**config.mk**
```make
export PLATFORM = sky130hd
export DESIGN_NAME = riscv_multicycle_ctrl_flat
export DESIGN_NICKNAME = d
export VERILOG_FILES = /design/src/rtl/riscv_multicycle_ctrl_pkg.sv /design/src/rtl/riscv_multicycle_ctrl_if.sv /design/src/rtl/riscv_multicycle_ctrl_alu_op_decode.sv /design/src/rtl/riscv_multicycle_ctrl.sv /design/src/flat_wrapper.sv
export SDC_FILE = /design/constraint.sdc
export NUM_CORES = 1
export LEC_CHECK = 0
export CAP_MARGIN = 40
export CORE_ASPECT_RATIO = 0.5
export CORE_MARGIN = 3
export CORE_UTILIZATION = 50
export CTS_BUF_LIST = sky130_fd_sc_hd__clkbuf_8
export DETAILED_ROUTE_END_ITERATION = 8
export GPL_TIMING_DRIVEN = 0
export PLACE_DENSITY_LB_ADDON = 0.2
export SETUP_SLACK_MARGIN = 0.05
export SYNTH_ARGS = -nofsm -noshare
export SYNTH_HDL_FRONTEND = slang
export SYNTH_SLANG_ARGS = --single-unit
export TNS_END_PERCENT = 100
```
**constraint.sdc**
```tcl
create_clock -name clk -period 2.9 [get_ports clk]
set_input_delay 0.58 -clock clk [delete_from_list [all_inputs] [get_ports clk]]
set_output_delay 0.58 -clock clk [all_outputs]
set_load 0.03 [all_outputs]
```
**src/rtl/riscv_multicycle_ctrl_pkg.sv**
```systemverilog
// Shared encodings for the multicycle controller:
// opcodes, funct fields, ALU codes, FSM states, instr classes.
package riscv_ctrl_pkg;

  localparam logic [6:0] OP_R    = 7'b0110011;
  localparam logic [6:0] OP_ADDI = 7'b0010011;
  localparam logic [6:0] OP_LD   = 7'b0000011;
  localparam logic [6:0] OP_SD   = 7'b0100011;
  localparam logic [6:0] OP_BEQ  = 7'b1100011;

  localparam logic [2:0] F3_ADD = 3'b000;
  localparam logic [2:0] F3_AND = 3'b111;
  localparam logic [2:0] F3_OR  = 3'b110;
  localparam logic [2:0] F3_DW  = 3'b011;
  localparam logic [2:0] F3_BEQ = 3'b000;

  localparam logic [6:0] F7_ADD = 7'b0000000;
  localparam logic [6:0] F7_SUB = 7'b0100000;

  localparam logic [3:0] ALU_ADD = 4'b0010;
  localparam logic [3:0] ALU_SUB = 4'b0110;
  localparam logic [3:0] ALU_AND = 4'b0000;
  localparam logic [3:0] ALU_OR  = 4'b0001;

  typedef enum logic [2:0] {
    S_IDLE,
    S_DECODE,
    S_EXEC,
    S_MEM,
    S_WB
  } state_t;

  typedef enum logic [2:0] {
    C_R,
    C_ADDI,
    C_LD,
    C_SD,
    C_BEQ,
    C_BAD
  } iclass_t;

endpackage

```
**src/rtl/riscv_multicycle_ctrl_if.sv**
```systemverilog
// Fetch-side valid/ready instruction handshake.
// master = fetch, slave = controller.
interface riscv_multicycle_ctrl_if;
  logic        instr_valid;
  logic        instr_ready;
  logic [31:0] instruction;

  modport master (
    output instr_valid,
    output instruction,
    input  instr_ready
  );

  modport slave (
    input  instr_valid,
    input  instruction,
    output instr_ready
  );
endinterface

```
**src/rtl/riscv_multicycle_ctrl_alu_op_decode.sv**
```systemverilog
// Combinational opcode/funct3/funct7 -> ALUop, class, legal.
// Ports: opcode, funct3, funct7 in; aluop, cls, legal out.
module alu_op_decode
  import riscv_ctrl_pkg::*;
(
  input  logic [6:0] opcode,
  input  logic [2:0] funct3,
  input  logic [6:0] funct7,
  output logic [3:0] aluop,
  output iclass_t    cls,
  output logic       legal
);

  logic is_r;
  assign is_r = (opcode == OP_R);

  always_comb begin
    aluop = ALU_ADD;
    cls   = C_BAD;
    unique case (1'b1)
      is_r && funct3 == F3_ADD && funct7 == F7_ADD: begin
        aluop = ALU_ADD;
        cls   = C_R;
      end
      is_r && funct3 == F3_ADD && funct7 == F7_SUB: begin
        aluop = ALU_SUB;
        cls   = C_R;
      end
      is_r && funct3 == F3_AND && funct7 == F7_ADD: begin
        aluop = ALU_AND;
        cls   = C_R;
      end
      is_r && funct3 == F3_OR && funct7 == F7_ADD: begin
        aluop = ALU_OR;
        cls   = C_R;
      end
      opcode == OP_ADDI && funct3 == F3_ADD: begin
        cls = C_ADDI;
      end
      opcode == OP_LD && funct3 == F3_DW: begin
        cls = C_LD;
      end
      opcode == OP_SD && funct3 == F3_DW: begin
        cls = C_SD;
      end
      opcode == OP_BEQ && funct3 == F3_BEQ: begin
        aluop = ALU_SUB;
        cls   = C_BEQ;
      end
      default: begin
        aluop = ALU_ADD;
        cls   = C_BAD;
      end
    endcase
  end

  assign legal = (cls != C_BAD);

endmodule

```
**src/rtl/riscv_multicycle_ctrl.sv**
```systemverilog
// Multicycle control sequencer DECODE->EXEC->MEM->WB.
// Ports: clk, rst_n, fetch (slave if), zero; registered datapath controls.
module riscv_multicycle_ctrl #(
  parameter int MEM_CYCLES = 1
) (
  input  logic       clk,
  input  logic       rst_n,
  riscv_multicycle_ctrl_if.slave fetch,
  input  logic       zero,
  output logic       RegWrite,
  output logic       ALUSrc,
  output logic [3:0] ALUop,
  output logic       MemWrite,
  output logic       MemRead,
  output logic       MemtoReg,
  output logic       branch_taken,
  output logic       illegal,
  output logic       done
);
  import riscv_ctrl_pkg::*;

  localparam logic [3:0] CNT_INIT = 4'(MEM_CYCLES - 1);

  state_t     state_q, state_d;
  logic [3:0] cnt_q, cnt_d;
  logic       ready_q;
  logic       accept;

  logic [6:0] op_q;
  logic [2:0] f3_q;
  logic [6:0] f7_q;
  logic [4:0] rd_q;

  logic [3:0] dec_aluop;
  iclass_t    dec_cls;
  logic       dec_legal;

  logic       rw_d, as_d, mw_d, mr_d;
  logic       mt_d, bt_d, il_d, dn_d;
  logic [3:0] op_d;

  alu_op_decode u_dec (
    .opcode (op_q),
    .funct3 (f3_q),
    .funct7 (f7_q),
    .aluop  (dec_aluop),
    .cls    (dec_cls),
    .legal  (dec_legal)
  );

  assign fetch.instr_ready = ready_q;
  assign accept = (state_q == S_IDLE)
                && fetch.instr_valid && ready_q;

  always_comb begin
    state_d = state_q;
    cnt_d   = cnt_q;
    rw_d    = 1'b0;
    as_d    = 1'b0;
    op_d    = 4'b0000;
    mw_d    = 1'b0;
    mr_d    = 1'b0;
    mt_d    = 1'b0;
    bt_d    = 1'b0;
    il_d    = 1'b0;
    dn_d    = 1'b0;
    unique case (state_q)
      S_IDLE: begin
        if (accept) state_d = S_DECODE;
      end
      S_DECODE: begin
        if (!dec_legal) begin
          il_d    = 1'b1;
          state_d = S_IDLE;
        end else begin
          state_d = S_EXEC;
        end
      end
      S_EXEC: begin
        // ALU inputs stay valid from here until retire
        as_d = (dec_cls != C_R) && (dec_cls != C_BEQ);
        op_d = dec_aluop;
        unique case (dec_cls)
          C_BEQ: begin
            bt_d    = zero;
            dn_d    = 1'b1;
            state_d = S_IDLE;
          end
          C_LD, C_SD: begin
            cnt_d   = CNT_INIT;
            state_d = S_MEM;
          end
          default: state_d = S_WB;
        endcase
      end
      S_MEM: begin
        as_d = 1'b1;
        op_d = dec_aluop;
        mr_d = (dec_cls == C_LD);
        mw_d = (dec_cls == C_SD);
        if (cnt_q == 4'd0) begin
          if (dec_cls == C_SD) begin
            dn_d    = 1'b1;
            state_d = S_IDLE;
          end else begin
            state_d = S_WB;
          end
        end else begin
          cnt_d = cnt_q - 4'd1;
        end
      end
      S_WB: begin
        as_d    = (dec_cls != C_R);
        op_d    = dec_aluop;
        rw_d    = (rd_q != 5'd0);
        mt_d    = (dec_cls == C_LD);
        dn_d    = 1'b1;
        state_d = S_IDLE;
      end
      default: state_d = S_IDLE;
    endcase
  end

  always_ff @(posedge clk) begin
    if (!rst_n) begin
      state_q      <= S_IDLE;
      cnt_q        <= 4'd0;
      ready_q      <= 1'b0;
      op_q         <= 7'd0;
      f3_q         <= 3'd0;
      f7_q         <= 7'd0;
      rd_q         <= 5'd0;
      RegWrite     <= 1'b0;
      ALUSrc       <= 1'b0;
      ALUop        <= 4'd0;
      MemWrite     <= 1'b0;
      MemRead      <= 1'b0;
      MemtoReg     <= 1'b0;
      branch_taken <= 1'b0;
      illegal      <= 1'b0;
      done         <= 1'b0;
    end else begin
      state_q      <= state_d;
      cnt_q        <= cnt_d;
      ready_q      <= (state_d == S_IDLE);
      if (accept) begin
        op_q <= fetch.instruction[6:0];
        rd_q <= fetch.instruction[11:7];
        f3_q <= fetch.instruction[14:12];
        f7_q <= fetch.instruction[31:25];
      end
      RegWrite     <= rw_d;
      ALUSrc       <= as_d;
      ALUop        <= op_d;
      MemWrite     <= mw_d;
      MemRead      <= mr_d;
      MemtoReg     <= mt_d;
      branch_taken <= bt_d;
      illegal      <= il_d;
      done         <= dn_d;
    end
  end

endmodule
```
**src/flat_wrapper.sv**
```systemverilog
// flat-port wrapper written by rule: the top's interface ports become plain ports
module riscv_multicycle_ctrl_flat import riscv_ctrl_pkg::*;
#(
  parameter int MEM_CYCLES = 1
)
  (clk, rst_n, zero, RegWrite, ALUSrc, ALUop, MemWrite, MemRead, MemtoReg, branch_taken, illegal, done, fetch_instr_valid, fetch_instruction, fetch_instr_ready);
  riscv_multicycle_ctrl_if fetch_i ();
  input  logic clk;
  input  logic rst_n;
  input  logic zero;
  output logic RegWrite;
  output logic ALUSrc;
  output logic [3:0] ALUop;
  output logic MemWrite;
  output logic MemRead;
  output logic MemtoReg;
  output logic branch_taken;
  output logic illegal;
  output logic done;
  input wire logic [$bits(fetch_i.instr_valid)-1:0] fetch_instr_valid;
  input wire logic [$bits(fetch_i.instruction)-1:0] fetch_instruction;
  output wire logic [$bits(fetch_i.instr_ready)-1:0] fetch_instr_ready;
  assign fetch_i.instr_valid = fetch_instr_valid;
  assign fetch_i.instruction = fetch_instruction;
  assign fetch_instr_ready = fetch_i.instr_ready;
  riscv_multicycle_ctrl #(.MEM_CYCLES(MEM_CYCLES)) u_core (.clk(clk), .rst_n(rst_n), .fetch(fetch_i), .zero(zero), .RegWrite(RegWrite), .ALUSrc(ALUSrc), .ALUop(ALUop), .MemWrite(MemWrite), .MemRead(MemRead), .MemtoReg(MemtoReg), .branch_taken(branch_taken), .illegal(illegal), .done(done));
endmodule
```
==> reports/metrics.cfg <==
[logic_synthesis]
ys_seq_elements = 41
ys_types = 41
synth_seq_area_share_pct = 48.1
yosysWarnings = 0
post_synth_inst_count = 204
synth.avg_cell_area_um2 = 8.37
syn_area_um2 = 1710
synthesis.nets = 242

[global_routing]
grt.total_usage_pct = 20.0
grt_pass1_wl_um = 6120
gr-total-overflow = 0
grt_max_degree = 14
grt_pass1_vias = 1416
antenna_found_initial = 0

[layout]
diodes = 0
layout_commonest_cell = nand2_1
drive_gt1_share_pct = 7.63
fin_util_pct = 72.1
layout_common_cells = nand2_1 (50), dfxtp_1 (41), clkdlybuf4s50_1 (37), a21oi_1 (29), nor2_1 (17)
areaGrowthSynthToFinish_pct = 32.5
design_area_um2 = 2260
nets = 286

[sta]
fin_skew_ps = 4.07
max_freq_mhz = 521
drv_slew = 0
rsz0062_at_grt = no
setup_viol = 0
finalCriticalPeriod_ps = 1920
period_share_pct = 66.2
finalHoldViolations = 0
fin_ws_ps = 981
finalSetupTns_ps = 0

[detailed_routing]
vias = 1575
via_per_inst = 5.45
wl_um = 3860
ant_nets = 0
dr.pass1.iters = 4
wl_per_cell_um = 13.3
first_iter_violations = 78
drc = 0

[setup_path]
slowest_stage = clkdlybuf4s50_1
critPathRequiredTime_ps = 2320
crit_chain = clkdlybuf4s50_1
arrival_ps = 1340
max_stage_delay_ps = 680
crit_family = buffers and inverters
critPathMaxFanout = 3
end_kind = output pin
cp-start-kind = register
path_class = reg -> out
path_buf_inv = 1

[floorplanning]
die_h_um = 47.3
rows = 14
start_util_pct = 54.4
die_area_um2 = 4190
coreArea_um2 = 3140
ios = 49
die_w_um = 88.6

[place]
dp_hpwl_um = 2850
place_congestion = 0.821
pre_cts_slack_ps = 840
dpl_cell_area_um2 = 2130
io_buffers = 37

[clock_tree]
h-tree-depth = 2
post_cts.repair.setup_buffers = 0
cts-hold-fix-buffers = 0
cts_resized = 0
clock_latency_ps = 290
clkTransAtPathRegs_ps = 80
clockBufferDepth = 2
cts-buffers-inserted = 5
clock_sinks = 41
clock-root-buffer = clkbuf_8
cts_tree = yes

[power]
swShare_pct = 21.1
clkPwrFrac_pct = 43.8
switching_power_w = 0.000260
ir_drop_mv = 0.297
p_seq_share_pct = 48.1
p_per_area_nw_per_um2 = 545
combPwrFrac_pct = 8.0
power.internal_w = 0.000973
p_leak_nw = 0.815

[status]
status = finished clean

[hold_path]
min_path_type = reg -> reg

[run]
drv_cap = 0

[power groups by stage]
stage / Combinational, W / Sequential [W] / Clock (W)
floorplan: 0.0000473 / 0.000605 / 0
global placement: 0.0000968 / 0.000606 / 0
detailed placement: 0.0000985 / 0.000606 / 0
CTS: 0.0000992 / 0.000593 / 0.000543
global route: 0.000109 / 0.000596 / 0.000564
finish: 0.0000992 / 0.000593 / 0.000540
[registers in the layout (all words and copies together) (netlist names), 3 cells and up]
register,cells
u_core.f7_q,7
u_core.op_q,7
u_core.rd_q,5
u_core.cnt_q,4
u_core.ALUop,3
u_core.f3_q,3
u_core.state_q,3
[area by class of cell]
type | instances | area, µm²
Clock inverter | 3 | 65.1
Multi-Input combinational cell | 149 | 830
Sequential cell | 41 | 821
Clock buffer | 5 | 68.8
Buffer | 7 | 30.0
Fill cell | 250 | 875
Inverter | 7 | 26.3
Timing Repair Buffer | 37 | 370
Tap cell | 40 | 50.0
[synth_stat cells]
cell        n  area, µm²
or3_4       1       11.3
o21a_1      2       15.0
and2_1      1       6.26
nand4bb_1   1       11.3
nand2_1    50        188
and4b_1     1       10.0
nand4bb_4   1       27.5
nor3_1      6       30.0
inv_1       6       22.5
o22ai_1     2       12.5
nand4_1     1       6.26
nand3b_1    3       22.5
o32ai_1     1       8.76
or4_1       2       15.0
a21boi_1    1       7.51
nor3b_1     2       15.0
a21boi_2    1       11.3
conb_1      1       3.75
nor4_2      1       12.5
clkbuf_1    5       18.8
nor2_1     17       63.8
and3b_1     1       8.76
or3_1       3       18.8
a21oi_1    29        145
a31oi_1     2       12.5
nor3_4      2       32.5
a41oi_1     1       8.76
o21ai_0     2       10.0
inv_2       1       3.75
buf_1       1       3.75
nand4b_1    1       8.76
a211oi_1    2       15.0
nor4b_1     1       8.76
buf_4       1       7.51
or3b_1      1       8.76
or2_2       1       6.26
nand3_1     4       20.0
and4bb_2    1       12.5
and4_2      1       10.0
ha_1        2       25.0
dfxtp_1    41        821
[cell families (layout without fill, tap and decap cells)]
group,after synthesis,in the layout,share of synthesized area [%]
simple gates,103,103,32.5
compound gates,43,43,14.4
flops,41,41,48.1
buf+inv,14,59,3.30
fa+ha+maj,2,2,1.47
other cells,1,1,0.220
[per-stage QoR]
step	total power [W]	hold slack, ps	instances
after CTS	0.00124	454	289
final	0.00123	454	289
after detailed placement	0.000705	443	281
after global routing	0.00127	487	289
after floorplan	0.000653	431	204
after global placement	0.000703	440	281
[metal layers]
layer	GRT usage, %	vias up	part of all wire, %
li1	-	788	-
met1	23.4	730	45
met2	34.4	48	47
met3	5.78	9	6.7
met4	10.8	0	2.1
met5	0	-	0
[path summary, 6_finish.rpt]
kind / to / slack [ps] / startpoint / depth (start not counted)
hold / removal: u_core.rd_q[0]$_SDFFE_PN0P_ / 450 / u_core.rd_q[0]$_SDFFE_PN0P_ / 2
hold reg to reg: u_core.rd_q[0]$_SDFFE_PN0P_ / 450 / u_core.rd_q[0]$_SDFFE_PN0P_ / 2
setup / recovery: fetch_instr_ready / 980 / u_core.fetch.instr_ready$_SDFF_PN0_ / 1
setup reg to reg: u_core.cnt_q[3]$_SDFFE_PN0P_ / 1010 / u_core.cnt_q[0]$_SDFFE_PN0P_ / 7
No activity file was read; power rests on OpenSTA's default activity.
